**src/rtl/breakout_ball.sv**
```systemverilog
// Breakout ball engine: serve tracking, wall/paddle/brick reflection, speed ramp and miss hold.
// Motion is kept as two direction bits plus an unsigned speed magnitude; everything updates on frame_clk.
`timescale 1ns/1ps
module breakout_ball #(
    parameter int W             = 10,
    parameter int X_MIN         = 10,
    parameter int X_MAX         = 639,
    parameter int Y_MIN         = 0,
    parameter int Y_MAX         = 479,
    parameter int SIZE          = 4,
    parameter int PADDLE_Y      = 460,
    parameter int START_X       = 320,
    parameter int STEP_INIT     = 1,
    parameter int STEP_MAX      = 4,
    parameter int HITS_PER_STEP = 4,
    parameter int LOST_FRAMES   = 60
) (
    input  logic         frame_clk,
    input  logic         Reset,
    input  logic [7:0]   keycode,
    input  logic [W-1:0] paddle_x,
    input  logic [W-1:0] paddle_hw,
    input  logic         brick_hit,
    input  logic         brick_vert,
    output logic [W-1:0] BallX,
    output logic [W-1:0] BallY,
    output logic [W-1:0] BallS,
    output logic [1:0]   ball_state,
    output logic [2:0]   speed,
    output logic         miss
);
    typedef enum logic [1:0] {ST_SERVE = 2'b00, ST_PLAY = 2'b01, ST_LOST = 2'b10} state_t;

    localparam int SW  = W + 2;
    localparam int HCW = (HITS_PER_STEP > 1) ? $clog2(HITS_PER_STEP) : 1;
    localparam int LCW = (LOST_FRAMES > 1) ? $clog2(LOST_FRAMES) : 1;
    typedef logic signed [SW-1:0] coord_t;

    localparam coord_t C_XMIN = coord_t'(X_MIN);
    localparam coord_t C_XMAX = coord_t'(X_MAX);
    localparam coord_t C_YMIN = coord_t'(Y_MIN);
    localparam coord_t C_YMAX = coord_t'(Y_MAX);
    localparam coord_t C_PADY = coord_t'(PADDLE_Y);
    localparam coord_t C_SIZE = coord_t'(SIZE);

    localparam logic [W-1:0]   X_LO      = W'(X_MIN + SIZE);
    localparam logic [W-1:0]   X_HI      = W'(X_MAX - SIZE);
    localparam logic [W-1:0]   X_START   = W'(START_X);
    localparam logic [W-1:0]   Y_SERVE   = W'(PADDLE_Y - SIZE - 1);
    localparam logic [W-1:0]   Y_TOP     = W'(Y_MIN + SIZE);
    localparam logic [W-1:0]   Y_PAD     = W'(PADDLE_Y - SIZE);
    localparam logic [W-1:0]   Y_LOW     = W'(Y_MAX - SIZE);
    localparam logic [2:0]     SPD_INIT  = 3'(STEP_INIT);
    localparam logic [2:0]     SPD_MAX   = 3'(STEP_MAX);
    localparam logic [HCW-1:0] HIT_LAST  = HCW'(HITS_PER_STEP - 1);
    localparam logic [LCW-1:0] LOST_LAST = LCW'(LOST_FRAMES - 1);
    localparam logic [7:0]     KEY_SERVE = 8'h2C;
    localparam logic [7:0]     KEY_PAUSE = 8'h29;

    state_t         r_state,  w_state_nxt;
    logic [W-1:0]   r_x,      w_x_nxt;
    logic [W-1:0]   r_y,      w_y_nxt;
    logic           r_dx_neg, w_dx_nxt;
    logic           r_dy_neg, w_dy_nxt;
    logic [2:0]     r_speed,  w_speed_nxt;
    logic [HCW-1:0] r_hits,   w_hits_nxt;
    logic [LCW-1:0] r_lost,   w_lost_nxt;
    logic           r_miss,   w_miss_nxt;

    logic   w_dx_b, w_dy_b;
    coord_t w_step, w_cx, w_cy, w_dist, w_adist;
    logic   w_hit_left, w_hit_right, w_hit_top, w_hit_pad, w_hit_miss;

    // Brick reversal is applied before stepping, so the candidate already moves the new way.
    assign w_dx_b  = r_dx_neg ^ (brick_hit & ~brick_vert);
    assign w_dy_b  = r_dy_neg ^ (brick_hit & brick_vert);
    assign w_step  = coord_t'(r_speed);
    assign w_cx    = w_dx_b ? coord_t'(r_x) - w_step : coord_t'(r_x) + w_step;
    assign w_cy    = w_dy_b ? coord_t'(r_y) - w_step : coord_t'(r_y) + w_step;
    assign w_dist  = w_cx - coord_t'(paddle_x);
    assign w_adist = w_dist[SW-1] ? -w_dist : w_dist;

    assign w_hit_left  = w_dx_b  && (w_cx - C_SIZE <= C_XMIN);
    assign w_hit_right = !w_dx_b && (w_cx + C_SIZE >= C_XMAX);
    assign w_hit_top   = w_dy_b  && (w_cy - C_SIZE <= C_YMIN);
    assign w_hit_pad   = !w_dy_b && (w_cy + C_SIZE >= C_PADY)
                         && (coord_t'(r_y) + C_SIZE < C_PADY)
                         && (w_adist <= coord_t'(paddle_hw) + C_SIZE);
    assign w_hit_miss  = !w_dy_b && !w_hit_pad && (w_cy + C_SIZE >= C_YMAX);

    always_comb begin
        // NOTE: every next-state signal is defaulted first, so no branch can infer a latch.
        w_state_nxt = r_state;
        w_x_nxt     = r_x;
        w_y_nxt     = r_y;
        w_dx_nxt    = r_dx_neg;
        w_dy_nxt    = r_dy_neg;
        w_speed_nxt = r_speed;
        w_hits_nxt  = r_hits;
        w_lost_nxt  = r_lost;
        w_miss_nxt  = 1'b0;
        case (r_state)
            ST_SERVE: begin
                if (paddle_x < X_LO)      w_x_nxt = X_LO;
                else if (paddle_x > X_HI) w_x_nxt = X_HI;
                else                      w_x_nxt = paddle_x;
                w_y_nxt = Y_SERVE;
                if (keycode == KEY_SERVE) begin
                    w_state_nxt = ST_PLAY;
                    w_dx_nxt    = 1'b0;
                    w_dy_nxt    = 1'b1;
                    w_speed_nxt = SPD_INIT;
                end
            end
            ST_PLAY: begin
                if (keycode != KEY_PAUSE) begin
                    w_x_nxt  = w_cx[W-1:0];
                    w_y_nxt  = w_cy[W-1:0];
                    w_dx_nxt = w_dx_b;
                    w_dy_nxt = w_dy_b;
                    if (w_hit_pad) begin
                        if (w_dist[SW-1])     w_dx_nxt = 1'b1;
                        else if (w_dist != '0) w_dx_nxt = 1'b0;
                        w_y_nxt  = Y_PAD;
                        w_dy_nxt = 1'b1;
                        if (r_hits == HIT_LAST) begin
                            w_hits_nxt  = '0;
                            w_speed_nxt = (r_speed < SPD_MAX) ? r_speed + 3'd1 : SPD_MAX;
                        end else begin
                            w_hits_nxt = r_hits + HCW'(1);
                        end
                    end
                    // Side walls are resolved last so they also win over paddle steering.
                    if (w_hit_left) begin
                        w_x_nxt  = X_LO;
                        w_dx_nxt = 1'b0;
                    end else if (w_hit_right) begin
                        w_x_nxt  = X_HI;
                        w_dx_nxt = 1'b1;
                    end
                    if (w_hit_top) begin
                        w_y_nxt  = Y_TOP;
                        w_dy_nxt = 1'b0;
                    end
                    if (w_hit_miss) begin
                        w_y_nxt     = Y_LOW;
                        w_state_nxt = ST_LOST;
                        w_miss_nxt  = 1'b1;
                        w_lost_nxt  = '0;
                    end
                end
            end
            ST_LOST: begin
                if (r_lost == LOST_LAST) begin
                    w_state_nxt = ST_SERVE;
                    w_lost_nxt  = '0;
                    w_speed_nxt = SPD_INIT;
                    w_hits_nxt  = '0;
                end else begin
                    w_lost_nxt = r_lost + LCW'(1);
                end
            end
            default: w_state_nxt = ST_SERVE;
        endcase
    end

    // NOTE: state registers use non-blocking assignments so every flop samples pre-edge values.
    always_ff @(posedge frame_clk or negedge Reset) begin
        if (!Reset) begin
            r_state  <= ST_SERVE;
            r_x      <= X_START;
            r_y      <= Y_SERVE;
            r_dx_neg <= 1'b0;
            r_dy_neg <= 1'b1;
            r_speed  <= SPD_INIT;
            r_hits   <= '0;
            r_lost   <= '0;
            r_miss   <= 1'b0;
        end else begin
            r_state  <= w_state_nxt;
            r_x      <= w_x_nxt;
            r_y      <= w_y_nxt;
            r_dx_neg <= w_dx_nxt;
            r_dy_neg <= w_dy_nxt;
            r_speed  <= w_speed_nxt;
            r_hits   <= w_hits_nxt;
            r_lost   <= w_lost_nxt;
            r_miss   <= w_miss_nxt;
        end
    end

    assign BallX      = r_x;
    assign BallY      = r_y;
    assign BallS      = W'(SIZE);
    assign ball_state = r_state;
    assign speed      = r_speed;
    assign miss       = r_miss;
endmodule

```
**config.mk**
```make
export PLATFORM = sky130hd
export DESIGN_NAME = breakout_ball
export DESIGN_NICKNAME = d
export VERILOG_FILES = /design/src/rtl/breakout_ball.sv
export SDC_FILE = /design/constraint.sdc
export NUM_CORES = 1
export LEC_CHECK = 0
export BUFFER_PORTS_ARGS = -buffer_cell sky130_fd_sc_hd__buf_2
export CAP_MARGIN = 15
export CORE_ASPECT_RATIO = 2
export CORE_MARGIN = 2
export CORE_UTILIZATION = 40
export DETAILED_ROUTE_END_ITERATION = 10
export SKIP_LAST_GASP = 1
export SYNTH_ARGS = -nofsm -noshare
export SYNTH_HDL_FRONTEND = slang
export SYNTH_SLANG_ARGS = --single-unit
export TNS_END_PERCENT = 30
```
**constraint.sdc**
```tcl
create_clock -name frame_clk -period 7 [get_ports frame_clk]
set_input_delay 0.7 -clock frame_clk [delete_from_list [all_inputs] [get_ports frame_clk]]
set_output_delay 0.7 -clock frame_clk [all_outputs]
set_load 0.02 [all_outputs]
```
==> results.json, run 1 <==
{
  "run_status": "finished, final reports clean",
  "worst-path-buf-inv": 3,
  "grt_use_total_pct": 23.51,
  "setup_violations": 0,
  "first_iter_violations": 178,
  "vias": 4497,
  "via_per_inst": 5.933,
  "clockBufferDepth": 2,
  "numClockSinks": 36,
  "slowest_stage": "dfrtp_2",
  "fin_tns_setup_ns": 0,
  "ys_ff_latch": 36,
  "ant_nets": 0,
  "wirelength_um": 13750,
  "async_flop_share_pct": 100.0,
  "cp-start-kind": "flip-flop",
  "diodes": 0,
  "ios": 68,
  "regArea_um2": 914.6,
  "place_congestion": 0.9740,
  "tightest_slew_ns": 1.049,
  "die-area_mm2": 0.01217,
  "grt-ovfl-total": 0,
  "maxSlewViolCount": 0,
  "cts.clk_slew.worst_paths_ns": 0.05,
  "crit_top_cell": "a21oi_1",
  "multiInputGateArea_mm2": 0.003337,
  "syn_area_mm2": 0.004503,
  "port-buffer-count": 57,
  "insertion_delay_ns": 0.29,
  "hold_viol": 0,
  "drv_cap": 0,
  "cts_made_buffers": 5,
  "ys_types": 79,
  "clock.fmax_mhz": 156.0,
  "std_cell_rows": 54,
  "maxSlewHeadroom_pct": 29.71,
  "dp_hpwl_um": 11210,
  "dr.pass1.iters": 4,
  "hold_buffers": 0,
  "synthTopCellsByArea": "dfrtp_1 (14%), ha_1 (11%), dfstp_2 (5.8%)",
  "initial_utilization_pct": 41.14,
  "cts_tree": "done",
  "grt_max_degree": 37,
  "synth.avg_cell_area_um2": 7.942,
  "fin_nets": 693,
  "fin_skew_ns": 0.005160,
  "timing.final.crit_period_ns": 6.412,
  "fillers": 1162,
  "h-tree-depth": 2,
  "final_layout_size_suffix_gt1_share_pct": 17.48,
  "max_stage_delay_ns": 0.51,
  "ys_seq_area_share_pct": 20.28,
  "post-route-period-util_pct": 91.59,
  "critPathKind": "flip-flop to flip-flop",
  "die_w_um": 79.03,
  "critPathRequiredTime_ns": 7.18,
  "core-area_mm2": 0.01095,
  "yosys.area.top_type_share_pct": 14.45,
  "crit_path_end_kind": "flip-flop",
  "synth_edf_count": 0,
  "syn_to_final_growth_pct": 12.28,
  "drc": 0,
  "hold_path.class": "input pin to asynchronous set/reset pin",
  "rsz0062_at_grt": "no",
  "root_buffer": "clkbuf_16",
  "antenna_found_initial": 0,
  "critPathMaxFanout": 11,
  "layout_commonest_cell": "buf_2",
  "synthCells": 567,
  "synth_warnings": 0,
  "cp_top_family": "compound AO/OA/AOI/OAI gates",
  "wire_per_inst_um": 18.14,
  "synth_largest_area_cell": "dfrtp_1",
  "grt_pass1_vias": 4598,
  "die_h_um": 154.1,
  "grt_pass1_wl_um": 22740,
  "layout_common_cells": "buf_2 (57), nand2_1 (48), nor2_1 (43), o21ai_0 (39), ha_1 (39)",
  "synthFlopType": "dfrtp_1",
  "arrival_ns": 6.59
}
final cells by class:
type	instances	area share [%]
Tap cell	140	3.464
Timing Repair Buffer	64	6.682
Sequential cell	36	18.09
Multi-Input combinational cell	474	66.00
Inverter	36	2.673
Clock buffer	8	3.093
logic make-up (layout without fill, tap and decap cells):
group / count (synthesis) / count (layout) / synth area share (%)
buffers and inverters: 65 / 108 / 6.696
AOI/OAI and AO/OA: 162 / 162 / 24.78
xor gates and xnor gates: 39 / 39 / 7.752
muxes: 8 / 8 / 1.889
other: 2 / 10 / 0.1668
adders and majority gates: 44 / 44 / 13.06
and+or+nand+nor: 211 / 211 / 25.37
DFF: 36 / 36 / 20.28
per-layer routing:
| metal | GRT usage [%] | vias up | share of wire, % |
|---|---|---|---|
| met5 | 0 | - | 0 |
| met4 | 14.04 | 0 | 5.8 |
| met3 | 1.995 | 43 | 2.9 |
| met2 | 46.05 | 129 | 57 |
| met1 | 22.70 | 2173 | 34 |
| li1 | - | 2152 | - |
worst reg2reg max path: cells and delay by family (launching register included):
family,cells,cell delay (ns)
DFF,1,0.51
and+or+nand+nor,5,0.73
buffers and inverters,3,0.72
adders and majority gates,3,0.87
muxes,1,0.34
AOI/OAI and AO/OA,14,2.85
xor gates and xnor gates,1,0.29
worst paths after layout:
check | start | endpoint | slack [ns] | depth (start not counted)
hold reg to reg | r_lost[0] | r_lost[0] | 0.54 | 1
setup reg to reg | speed[1] | BallY[1] | 0.59 | 27
hold / removal | Reset | r_lost[4] | 0.51 | 1
min in group frame_clk | r_lost[0] | r_lost[0] | 0.54 | 1
setup / recovery | speed[1] | BallY[1] | 0.59 | 27
max in group asynchronous | Reset | speed[1] | 5.92 | 1
registers in the layout, indices dropped and copies added, names as in the netlist:
| signal | count |
|---|---|
| r_hits | 2 |
| speed | 3 |
| r_lost | 6 |
| r_dy_neg | 1 |
| miss | 1 |
| BallX | 10 |
| BallY | 10 |
| r_dx_neg | 1 |
| ball_state | 2 |
metrics by stage:
| stage | hold WS, ns | instances | area [um^2] | util, % | setup WS (ns) |
|---|---|---|---|---|---|
| 2_1_floorplan | 0.4044 | 575 | 4533 | - | 0.9669 |
| 3_3_place_gp | 0.5179 | 750 | 4880 | 44.58 | 0.2704 |
| 3_5_place_dp | 0.5257 | 750 | 4880 | 44.58 | 0.1916 |
| 4_1_cts | 0.5401 | 758 | 5036 | 46.01 | 0.2642 |
| 5_1_grt | 0.5616 | 758 | 5056 | 46.19 | 0.01527 |
| 6_report | 0.5087 | 758 | 5056 | 46.19 | 0.5884 |
cells in the mapped netlist, types with 6 or more instances:
master    number
a211oi_1       6
a21oi_1       31
a31oi_1       13
buf_4         11
clkbuf_1      15
dfrtp_1       26
dfstp_2       10
ha_1          39
inv_1         36
nand2_1       48
nand2b_1      11
nand3_1       26
nand3b_1       9
nor2_1        43
nor2b_1       13
nor3_1         9
nor4_1         7
o211ai_1       6
o21a_1         7
o21ai_0       40
o22ai_1        6
xnor2_1       19
xor2_1        19
repair_timing:
action / in CTS / in global routing
buffers inserted: 0 / 0
hold endpoints to repair: 0 / 0
endpoints found under the setup margin: 0 / 22
gates resized for setup: 0 / 4
Power of run 1 is not shown: default switching activity piles up to over one toggle a cycle in this logic, so the estimate is an artifact.
==> inputs of run 2 (changes only) <==
RECOVER_POWER = 25   (was default)
==> results.json, run 2 (synthesis gave the netlist of run 1 again) <==
{
  "die_w_um": 79.03,
  "antenna_found_initial": 0,
  "grt_pass1_vias": 4598,
  "wire_per_inst_um": 18.13,
  "dr.pass1.iters": 4,
  "crit_path_end_kind": "flip-flop",
  "via_per_inst": 5.933,
  "rsz0062_at_grt": "no",
  "min_from": "r_lost[0]",
  "hold_viol": 0,
  "timing.final.crit_period_ns": 6.412,
  "clockBufferDepth": 2,
  "fin_hold_ws_ns": 0.5394,
  "syn_to_final_growth_pct": 12.25,
  "fin_tns_setup_ns": 0,
  "clock.fmax_mhz": 156.0,
  "r2r_slack_ns": 0.59,
  "r2r_end": "BallY[1]",
  "first_iter_violations": 178,
  "r2r_start": "speed[1]",
  "drc": 0,
  "place_congestion": 0.9740,
  "tightest_slew_ns": 1.991,
  "ant_nets": 0,
  "post-route-period-util_pct": 91.59,
  "rr_worst_depth": 27,
  "std_cell_rows": 54,
  "grt_max_degree": 37,
  "cp-start-kind": "flip-flop",
  "final_layout_size_suffix_gt1_share_pct": 17.31,
  "port-buffer-count": 57,
  "drv_cap": 1,
  "core-area_mm2": 0.01095,
  "initial_utilization_pct": 41.14,
  "cts_made_buffers": 5,
  "ios": 68,
  "root_buffer": "clkbuf_16",
  "maxSlewHeadroom_pct": -32.73,
  "run_status": "finished with violations",
  "layout_commonest_cell": "buf_2",
  "grt_pass1_wl_um": 22740,
  "violations": "capacitance limit, slew limit",
  "insertion_delay_ns": 0.29,
  "fin_skew_ns": 0.005160,
  "h-tree-depth": 2,
  "diodes": 0,
  "maxSlewViolCount": 37,
  "cts.clk_slew.worst_paths_ns": 0.05,
  "critPathRequiredTime_ns": 7.18,
  "die-area_mm2": 0.01217,
  "vias": 4497,
  "hold_path.class": "flip-flop to flip-flop",
  "die_h_um": 154.1,
  "critPathMaxFanout": 11,
  "layout_common_cells": "buf_2 (56), nand2_1 (48), nor2_1 (43), o21ai_0 (39), ha_1 (39)",
  "critPathKind": "flip-flop to flip-flop",
  "hold_end": "r_lost[0]",
  "fin_nets": 693,
  "numClockSinks": 36,
  "wirelength_um": 13750,
  "dp_hpwl_um": 11210,
  "setup_violations": 0,
  "arrival_ns": 6.59,
  "hold_depth": 1,
  "grt_use_total_pct": 23.51,
  "grt-ovfl-total": 0,
  "cts_tree": "done"
}
run 2: metal layers:
metal  part of all wire (%)  wire length (um)  up-vias  GRT usage, %
li1                       -                 -     2152             -
met1                     34              4712     2173         22.70
met2                     57              7828      129         46.05
met3                    2.9               400       43         1.995
met4                    5.8               804        0         14.04
met5                      0                 0        -             0
run 2: layout make-up:
class                      instances  area, um^2
clock buffer                       8       156.4
timing repair buffer              64       336.6
tap                              140       175.2
inverter                          36       135.1
fill                            1163        5891
sequential                        36       914.6
multi-input combinational        474        3337
run 2: what timing repair did:
action,in CTS,in global routing
hold buffers,0,0
endpoints found under the setup margin,0,22
gates resized for setup,0,4
buffers inserted,0,0
run 2: how the worst max path moves through the flow:
stage | start | endpoint | slack [ns] | depth (start not counted)
finish | speed[1] | BallY[1] | 0.59 | 27
global route | speed[1] | BallY[1] | 0.02 | 27
CTS | speed[1] | BallY[1] | 0.26 | 27
detailed placement | brick_hit | BallY[7] | 0.19 | 26
global placement | brick_hit | BallY[1] | 0.27 | 26
floorplan | brick_hit | speed[1] | 0.97 | 25
run 2: through the flow:
step | setup WS, ns | instance area, um^2 | instances | utilization, %
6_report | 0.5884 | 5055 | 758 | 46.18
5_1_grt | 0.01527 | 5055 | 758 | 46.18
4_1_cts | 0.2642 | 5036 | 758 | 46.01
3_5_place_dp | 0.1916 | 4880 | 750 | 44.58
3_3_place_gp | 0.2704 | 4880 | 750 | 44.58
2_1_floorplan | 0.9669 | 4533 | 575 | -
run 2: worst max-delay path, cell delays in order, from the launching register on:
cell and delay (ns):
dfrtp_2 0.51, inv_1 0.29, ha_1 0.31, nor2b_1 0.14, o21ai_0 0.25, nor3b_1 0.28
a2bb2o_1 0.19, xor2_1 0.29, ha_1 0.28, o21ai_0 0.14, a21oi_1 0.20, nand3_1 0.09
o21ai_1 0.27, nand2_1 0.09, a21oi_1 0.14, buf_4 0.18, mux2_2 0.34, ha_1 0.28
nor2b_1 0.13, o21a_1 0.16, o21a_1 0.16, o211ai_1 0.16, a21oi_1 0.09, o221ai_1 0.37
o221ai_4 0.27, buf_4 0.24, a21oi_1 0.31, a22oi_1 0.13
Power of run 2 is left out for the same reason.
==> inputs of run 3 (changes only) <==
CORE_MARGIN = default   (was 2)
==> results.json, run 3 (synthesis gave the netlist of run 1 again) <==
{
  "arrival_ns": 6.76,
  "die_w_um": 77.03,
  "h-tree-depth": 2,
  "critPathMaxFanout": 14,
  "post-route-period-util_pct": 93.49,
  "hold_end": "r_lost[0]",
  "dr.pass1.iters": 5,
  "post_cts_buffers": 0,
  "maxSlewHeadroom_pct": -34.98,
  "critPathRequiredTime_ns": 7.22,
  "insertion_delay_ns": 0.29,
  "drc": 0,
  "numClockSinks": 36,
  "drv_cap": 1,
  "setup_ws_ns": 0.4560,
  "syn_to_final_growth_pct": 12.48,
  "antenna_found_initial": 0,
  "dp_slack_ns": 0.2125,
  "root_buffer": "clkbuf_16",
  "r2r_start": "speed[1]",
  "violations": "capacitance limit, slew limit",
  "critPathKind": "flip-flop to flip-flop",
  "layout_commonest_cell": "buf_2",
  "wire_per_inst_um": 18.47,
  "fin_tns_setup_ns": 0,
  "cp-start-kind": "flip-flop",
  "diodes": 0,
  "met3_length_um": 399,
  "clockBufferDepth": 2,
  "clock.fmax_mhz": 152.8,
  "hold_path.class": "flip-flop to flip-flop",
  "hold_depth": 1,
  "wirelength_um": 14000,
  "place_congestion": 0.9077,
  "initial_utilization_pct": 41.14,
  "grt-ovfl-total": 0,
  "hold_buffers": 0,
  "cts_tree": "done",
  "drt-met1-wl_um": 4844,
  "final_layout_size_suffix_gt1_share_pct": 17.64,
  "fin_nets": 693,
  "ant_nets": 0,
  "r2r_slack_ns": 0.46,
  "vias": 4510,
  "fin_skew_ns": 0.003472,
  "rr_worst_depth": 25,
  "r2r_end": "speed[1]",
  "min_from": "r_lost[0]",
  "ios": 68,
  "std_cell_rows": 54,
  "rsz0062_at_grt": "no",
  "hold_viol": 0,
  "die_h_um": 152.1,
  "tightest_slew_ns": 2.025,
  "grt_use_total_pct": 24.19,
  "grt_pass1_wl_um": 22380,
  "layout_common_cells": "buf_2 (56), nand2_1 (48), nor2_1 (43), o21ai_0 (40), ha_1 (39)",
  "cts.clk_slew.worst_paths_ns": 0.06,
  "crit_path_end_kind": "flip-flop",
  "first_iter_violations": 173,
  "grt_max_degree": 37,
  "timing.final.crit_period_ns": 6.544,
  "highest_layer": "met4",
  "wl_met2_um": 7960,
  "run_status": "finished with violations",
  "die-area_mm2": 0.01171,
  "cts_made_buffers": 5,
  "setup_violations": 0,
  "grt_pass1_vias": 4617,
  "dp_hpwl_um": 11360,
  "cts_resized": 0,
  "core-area_mm2": 0.01095,
  "via_per_inst": 5.950,
  "maxSlewViolCount": 37,
  "port-buffer-count": 57
}
[run 3: changes by cell type in the layout (fill, tap and decap cells not counted), sizes merged]
cell      delta
clkinvlp     +1
clkbuf       -3
clkinv       +1
bufinv       +1
[run 3: area by class of cell]
cell class                      instances  area [um^2]
Clock buffer                            5        125.1
Sequential cell                        36        914.6
Multi-Input combinational cell        474         3336
Fill cell                            1117         5881
Inverter                               36        135.1
Clock inverter                          3        42.54
Tap cell                              140        175.2
Timing Repair Buffer                   64        336.6
[run 3: critical path: stages, from the launching register on]
cell and delay, ns:
dfrtp_2 0.51, inv_1 0.31, ha_1 0.32, nor2b_1 0.14, o21ai_0 0.22, nor3b_1 0.30
a2bb2o_1 0.20, xor2_1 0.30, ha_1 0.27, o21ai_0 0.12, a21oi_1 0.20, nand3_1 0.09
o21ai_0 0.41, nand2_1 0.10, a21oi_1 0.22, mux2_2 0.36, ha_1 0.28, nor2b_1 0.13
o21a_1 0.16, o21a_1 0.17, o211ai_1 0.16, a21oi_1 0.10, o221ai_1 0.38, o221ai_4 0.31
or4_1 0.59, nand3_1 0.09
[run 3: layer usage]
layer / GRT usage [%] / vias to the layer above
li1: - / 2157
met1: 22.94 / 2168
met2: 47.53 / 139
met3: 2.162 / 46
met4: 15.81 / 0
met5: 0 / -
[run 3: worst max path at each step]
stage,startpoint,endpoint,slack (ns)
floorplan,brick_hit,speed[1],0.97
global placement,brick_hit,r_lost[5],0.30
detailed placement,brick_hit,r_lost[5],0.21
CTS,speed[1],r_lost[5],0.21
global route,speed[1],speed[1],0.07
finish,speed[1],speed[1],0.46
[run 3: per-stage QoR]
stage          utilization, %  hold slack, ns  instance area (um^2)  instances
2_1_floorplan               -          0.4044                  4533        575
3_3_place_gp            44.58          0.5110                  4880        750
3_5_place_dp            44.58          0.5273                  4880        750
4_1_cts                 46.11          0.5353                  5047        758
5_1_grt                 46.27          0.5702                  5065        758
6_report                46.27          0.5385                  5065        758
Power of run 3 is left out for the same reason.
